<file path="src/rtl/moving_avg_win.sv">
// Sliding-window averager: keeps the last 2^LOG2_N samples and a running sum,
// emitting sum and floor average one cycle after each accepted sample.
module moving_avg_win #(
    parameter int unsigned DW     = 8,
    parameter int unsigned LOG2_N = 3
) (
    input  logic                 clk,
    input  logic                 rst,
    input  logic                 clear,
    input  logic                 in_valid,
    input  logic [DW-1:0]        in_data,
    output logic                 in_ready,
    output logic                 out_valid,
    input  logic                 out_ready,
    output logic [DW+LOG2_N-1:0] out_sum,
    output logic [DW-1:0]        out_avg,
    output logic                 primed
);

    localparam int unsigned N  = 1 << LOG2_N;
    localparam int unsigned SW = DW + LOG2_N;

    logic [DW-1:0]     win_mem [N];
    logic [LOG2_N-1:0] wr_ptr_q;
    logic [LOG2_N:0]   fill_q, fill_d;
    logic [SW-1:0]     sum_q, sum_d;
    logic              accept;
    logic              full;
    logic [DW-1:0]     old;

    always_comb begin
        in_ready = ~clear & (~out_valid | out_ready);
        accept   = in_valid & in_ready;
        // fill never exceeds N, so its MSB alone marks a full window
        full     = fill_q[LOG2_N];
        old      = win_mem[wr_ptr_q];
        sum_d    = sum_q + SW'(in_data) - (full ? SW'(old) : '0);
        fill_d   = full ? fill_q : fill_q + {{LOG2_N{1'b0}}, 1'b1};
    end

    always_ff @(posedge clk) begin
        if (rst) begin
            wr_ptr_q  <= '0;
            fill_q    <= '0;
            sum_q     <= '0;
            out_valid <= 1'b0;
            out_sum   <= '0;
            out_avg   <= '0;
            primed    <= 1'b0;
        end else if (clear) begin
            wr_ptr_q  <= '0;
            fill_q    <= '0;
            sum_q     <= '0;
            out_valid <= 1'b0;
        end else if (accept) begin
            wr_ptr_q  <= wr_ptr_q + {{(LOG2_N-1){1'b0}}, 1'b1};
            fill_q    <= fill_d;
            sum_q     <= sum_d;
            out_valid <= 1'b1;
            out_sum   <= sum_d;
            out_avg   <= sum_d[SW-1:LOG2_N];
            primed    <= fill_d[LOG2_N];
        end else if (out_ready) begin
            out_valid <= 1'b0;
        end
    end

    // Sample storage is not reset; stale entries are masked by fill.
    always_ff @(posedge clk) begin
        if (accept && !rst) begin
            win_mem[wr_ptr_q] <= in_data;
        end
    end

endmodule

</file>
<file path="config.mk">
export PLATFORM = sky130hd
export DESIGN_NAME = moving_avg_win
export DESIGN_NICKNAME = d
export VERILOG_FILES = /design/src/rtl/moving_avg_win.sv
export SDC_FILE = /design/constraint.sdc
export NUM_CORES = 1
export LEC_CHECK = 0
export ABC_CLOCK_PERIOD_IN_PS = 6000
export CORE_UTILIZATION = 57
export DETAILED_ROUTE_END_ITERATION = 12
export PLACE_DENSITY = 0.8
export SETUP_SLACK_MARGIN = 0.1
export SLEW_MARGIN = 20
export SYNTH_ARGS = -nofsm -noshare
export SYNTH_HDL_FRONTEND = slang
export SYNTH_SLANG_ARGS = --single-unit
</file>
<file path="constraint.sdc">
create_clock -name clk -period 6 [get_ports clk]
set_input_delay 1.5 -clock clk [delete_from_list [all_inputs] [get_ports clk]]
set_output_delay 1.5 -clock clk [all_outputs]
set_load 0.05 [all_outputs]
</file>
==> flow_metrics.py, run 1 <==
metrics = {
    "sta": {
        "worstMarginPinSlew_ps": 951,
        "rsz0062_at_grt": "no",
        "finClkSkew_ps": 11.6,
        "period_needed_ps": 4440,
        "hold_viol": 0,
        "max_freq_mhz": 225,
        "final_max_slew_viol_count": 0,
        "fin_ws_ps": 1560,
        "max-slew-margin-rel_pct": 36.3,
        "fin_crit_sh_pct": 74.0,
        "tns_ps": 0,
        "setup_violations": 0,
    },
    "route": {
        "drc": 0,
        "wl_per_cell_um": 17.3,
        "dr_total_vias": 2776,
        "drt_iter0_markers": 143,
        "wl_mm": 8.57,
        "via_per_inst": 5.61,
        "drtAntennaViolNets": 0,
        "drt-pass1-iter-count": 4,
    },
    "outcome": {
        "status": "finished, final reports clean",
    },
    "die": {
        "die_area_sq_mm": 0.00835,
        "num_rows": 32,
        "die_x_um": 91.4,
        "die_h_um": 91.4,
        "initial_utilization_pct": 58.9,
        "core_sq_mm": 0.00773,
        "io_pins": 35,
    },
    "yosys": {
        "yosysWarningCount": 0,
        "yosysTopAreaCell": "edfxtp_1",
        "synth_edf_count": 64,
        "synthXorXnorAreaFrac_pct": 1.73,
        "async_reset_ff_share_pct": 0,
        "synth.cell_area_sq_mm": 0.00455,
        "avgSynthCellArea_sq_um": 12.7,
        "synth_compound_area_share_pct": 7.88,
        "yosysUniqueCellTypes": 48,
        "muxShareOfSynthArea_pct": 10.3,
        "synthSimpleGateAreaFrac_pct": 9.97,
        "synth_fp_nets": 392,
        "yosys-top-cells-area": "edfxtp_1, dfxtp_1, mux4_2",
        "synthCells": 358,
        "synth_top_cell_area_share_pct": 42.2,
        "synth_fa_ha_area_share_pct": 7.09,
        "ys_seq_area_share_pct": 57.1,
        "synth-seq-cells": 98,
        "synth_flop_cell": "edfxtp_1",
        "synth_top_family_by_area": "multiplexers",
    },
    "power": {
        "p_leak_nw": 1.83,
        "ir_drop_v": 0.000161,
        "p_per_area_mw_per_mm2": 269,
    },
    "setup_path": {
        "endpoint_kind": "output port",
        "cp.arrival_ps": 2940,
        "critPathLaunchType": "input pin",
        "crit_type": "input pin to output port",
        "worst_ep_required_time_ps": 4500,
        "crit_path_max_fanout": 2,
    },
    "global_routing": {
        "first_global_vias": 2792,
        "grt_use_met2_pct": 37.6,
        "grt_pass1_wl_mm": 14.0,
        "met1_usage_pct": 29.9,
        "gr-total-overflow": 0,
        "grt_max_degree": 31,
        "use_met3_pct": 3.02,
        "gr-usage-all-layers_pct": 22.4,
        "antenna_found_initial": 0,
        "busiest_layer": "met2",
    },
    "clock_tree": {
        "cts.sink_count": 98,
        "worstSkewPairLatency_ps": 360,
        "root_buffer": "clkbuf_8",
        "post-cts-setup-buffers": 0,
        "path_clk_slew_ps": 90,
        "cts_resized": 0,
        "cts-htree-levels": 3,
        "cts-buffers-inserted": 9,
        "cts_hold_buf": 0,
        "cts_tree": "done",
        "clk_path_buf_depth": 2,
    },
    "cells_and_area": {
        "final_cells": 495,
        "diodes": 0,
        "design_area_sq_mm": 0.00517,
        "drive_gt1_share_pct": 12.0,
        "final_net_count": 422,
        "area_growth_pct": 13.4,
        "utilization_pct": 66.9,
        "fill_cells": 549,
    },
    "placement": {
        "routabilityCongestion": 0.822,
        "place_area_sq_mm": 0.00496,
        "dp_slack_ps": 1520,
        "io_buffers": 34,
        "placed_cells": 479,
        "dp_hpwl_mm": 5.84,
    },
    "hold_path": {
        "hp-class": "flop to flop",
    },
    "job": {
        "maxCapViolations": 0,
    },
}
[synthesized netlist by cell type, types with 4 or more instances]
master	count
inv_1	35
o21ai_0	6
edfxtp_1	64
buf_4	8
ha_1	13
xnor2_1	5
nor2_1	25
dfxtp_1	34
fa_1	8
buf_2	6
clkbuf_1	6
nor3_1	10
mux4_2	16
a21o_1	7
nand2_1	22
nand3_1	7
nand3b_1	4
a21oi_1	15
mux2i_1	11
xor2_1	4
a211oi_1	4
nor2b_1	11
[layout by cell type (no fill, tap or decap), types with 11 or more instances in the layout]
cell type | netlist | layout
a21oi_1 | 15 | 15
inv_1 | 35 | 35
nor2_1 | 25 | 25
dfxtp_1 | 34 | 34
nand2_1 | 22 | 22
mux4_2 | 16 | 16
ha_1 | 13 | 13
mux2i_1 | 11 | 11
clkdlybuf4s50_1 | 0 | 34
nor2b_1 | 11 | 11
edfxtp_1 | 64 | 64
[power by group]
group / switching (mW) / leakage, nW / internal, mW / total [mW]
Combinational: 0.131 / 0.871 / 0.0821 / 0.213
Sequential: 0.00781 / 0.853 / 0.729 / 0.737
Clock: 0.239 / 0.107 / 0.201 / 0.440
[state kept, by name (all words and copies together), names as in the netlist, named ones only]
| name | count |
|---|---|
| primed | 1 |
| out_sum | 11 |
| sum_q | 11 |
| out_valid | 1 |
| wr_ptr_q | 3 |
| win_mem | 64 |
| fill_q | 4 |
[worst max-delay path, cell delays in order]
cell and delay (ps):
clkdlybuf4s50_1 470, nor2b_1 50, nor2_1 100, clkdlybuf4s50_1 820
[path summary, 6_finish.rpt]
check,from,endpoint,slack (ps),cells past startpoint
worst max-delay path,out_ready,in_ready,1560,4
worst min-delay path,out_sum[1],out_sum[1],460,2
worst max register to register,flop,out_sum[10],2190,11
worst min register to register,out_sum[1],out_sum[1],460,2
[cell type report]
type / instances / area, sq um / share of cell area [%]
multi-input cells: 201 / 1690 / 32.7
flip-flops and latches: 98 / 2600 / 50.4
clock buffers: 9 / 124 / 2.40
inverters: 35 / 131 / 2.54
clock inverters: 7 / 81.3 / 1.57
well taps: 102 / 128 / 2.47
repair buffers: 43 / 408 / 7.90
[cells by family (layout without fill, tap and decap cells)]
family | after synthesis | after routing
DFF | 98 | 98
and+or+nand+nor | 93 | 93
buffers and inverters | 59 | 94
AOI/OAI and AO/OA | 51 | 51
muxes | 27 | 27
adders and majority gates | 21 | 21
xor gates and xnor gates | 9 | 9
[metal layers]
layer  share of wire, %  up-vias  wire length (um)
li1                   -     1333                 -
met4                1.3        0               111
met5                  0        -                 0
met3                5.7       11               488
met1                 43     1347              3680
met2                 50       85              4290
[through the flow]
stage | hold WS, ps | power, mW
floorplan | 436 | 0.910
global placement | 444 | 0.959
detailed placement | 453 | 0.965
CTS | 466 | 1.40
global route | 501 | 1.44
finish | 462 | 1.39
Power figures use the tool's default switching activity.
==> inputs of run 2 (changes only) <==
- ABC_CLOCK_PERIOD_IN_PS: 6000 -> 4300
- clock period: 6 -> 4.3 ns (I/O delays scaled with it)
==> flow_metrics.py, run 2 (synthesis results as in run 1) <==
metrics = {
    "outcome": {
        "status": "finished, final reports clean",
    },
    "route": {
        "drtAntennaViolNets": 0,
        "drt_iter0_markers": 181,
        "drc": 0,
        "wl_mm": 8.78,
        "wl_per_cell_um": 17.5,
        "drt-pass1-iter-count": 4,
        "via_per_inst": 5.67,
        "dr_total_vias": 2845,
    },
    "sta": {
        "max_freq_mhz": 271,
        "hold_ws_ps": 457,
        "rsz0062_at_grt": "no",
        "period_needed_ps": 3690,
        "finClkSkew_ps": 15.1,
        "final_max_slew_viol_count": 0,
        "fin_ws_ps": 608,
        "tns_ps": 0,
        "worstMarginPinSlew_ps": 845,
        "max-slew-margin-rel_pct": 43.5,
        "fin_crit_sh_pct": 85.9,
        "hold_viol": 0,
        "setup_violations": 0,
    },
    "power": {
        "ir_drop_v": 0.000211,
        "p_leak_nw": 1.87,
        "p_per_area_mw_per_mm2": 377,
    },
    "die": {
        "num_rows": 32,
        "die_h_um": 91.4,
        "initial_utilization_pct": 58.9,
        "die_area_sq_mm": 0.00835,
        "io_pins": 35,
        "core_sq_mm": 0.00773,
        "die_x_um": 91.4,
    },
    "setup_path": {
        "crit_path_max_fanout": 7,
        "cp.arrival_ps": 3960,
        "crit_buf_inv": 2,
        "cp_num_cells": 12,
        "path_cells": "buf_4 -> mux4_2 -> mux2i_1 -> nor2b_1 -> fa_1 -> inv_1 -> ha_1 -> o21ai_2 -> a21oi_1 -> a21boi_1 -> or3_1 -> o311ai_1",
        "rr_worst_depth": 12,
        "cp_top_family": "adder cells",
        "worst_ep_required_time_ps": 4570,
        "slowest_stage": "dfxtp_1",
        "crit_type": "flop to flop",
        "critPathLaunchType": "flop",
        "endpoint_kind": "flop",
        "cpPeakStageDelay_ps": 620,
    },
    "cells_and_area": {
        "area_growth_pct": 14.8,
        "final_net_count": 429,
        "final_cell_mix": "edfxtp_1, inv_1, dfxtp_1, clkdlybuf4s50_1, nor2_1",
        "final_common_cell": "edfxtp_1",
        "diodes": 0,
        "largest_reg_flops": 64,
        "utilization_pct": 67.6,
        "drive_gt1_share_pct": 13.5,
        "design_area_sq_mm": 0.00523,
        "largestRegisters": "win_mem (64), out_sum (11), sum_q (11)",
        "largest-register": "win_mem",
    },
    "clock_tree": {
        "cts_tree": "done",
        "post-cts-setup-buffers": 0,
        "clk_path_buf_depth": 2,
        "cts-htree-levels": 3,
        "cts_resized": 0,
        "cts-buffers-inserted": 9,
        "root_buffer": "clkbuf_8",
        "path_clk_slew_ps": 90,
        "cts.sink_count": 98,
        "cts_hold_buf": 0,
        "worstSkewPairLatency_ps": 370,
    },
    "global_routing": {
        "grt_pass1_wl_mm": 14.4,
        "gr-usage-all-layers_pct": 23.1,
        "grt_max_degree": 31,
        "antenna_found_initial": 0,
        "first_global_vias": 2854,
        "gr-total-overflow": 0,
    },
    "placement": {
        "place_area_sq_mm": 0.00501,
        "dp_hpwl_mm": 6.07,
        "io_buffers": 34,
        "dp_slack_ps": 365,
        "routabilityCongestion": 0.845,
    },
    "hold_path": {
        "holdPathStages": 2,
        "hp-class": "flop to flop",
    },
    "job": {
        "maxCapViolations": 0,
    },
}
## run 2: changes by cell type in the layout (fill, tap and decap cells not counted)
cell / before / now
clkinv_4: 0 / 1
inv_8: 1 / 3
buf_4: 9 / 16
inv_6: 4 / 2
clkinv_2: 1 / 0
## run 2: through the flow
stage                     total power [mW]  instances
after floorplan                       1.27        358
after CTS                             1.97        502
after detailed placement              1.35        486
final                                 1.97        502
after global routing                  2.04        502
after global placement                1.34        486
## run 2: per-layer routing
layer | up-vias | GRT usage (%) | wire (um)
met5 | - | 0 | 0
met4 | 0 | 12.0 | 246
met3 | 20 | 3.35 | 307
met2 | 63 | 37.7 | 4350
met1 | 1409 | 30.1 | 3870
li1 | 1353 | - | -
## run 2: worst min-delay path: cells and delay by family, from the launching register on
family          cells  cell delay (ps)
flops               1              320
simple gates        1               50
compound gates      1               50
## run 2: final timing paths
kind	slack (ps)	start	to
max	610	flop	sum_q[9]
min	460	sum_q[1]	sum_q[1]
max reg2reg	610	flop	sum_q[9]
min reg2reg	460	sum_q[1]	sum_q[1]
## run 2: final cells by class
type                            count  area [sq um]
Sequential cell                    98          2600
Fill cell                         561          2500
Multi-Input combinational cell    201          1690
Timing Repair Buffer               50           460
Inverter                           35           131
Tap cell                          102           128
Clock buffer                        9           124
Clock inverter                      7          90.1
## run 2: report_power, final
part,switching [mW],internal [mW]
Combinational,0.181,0.116
Clock,0.355,0.286
Sequential,0.0117,1.02
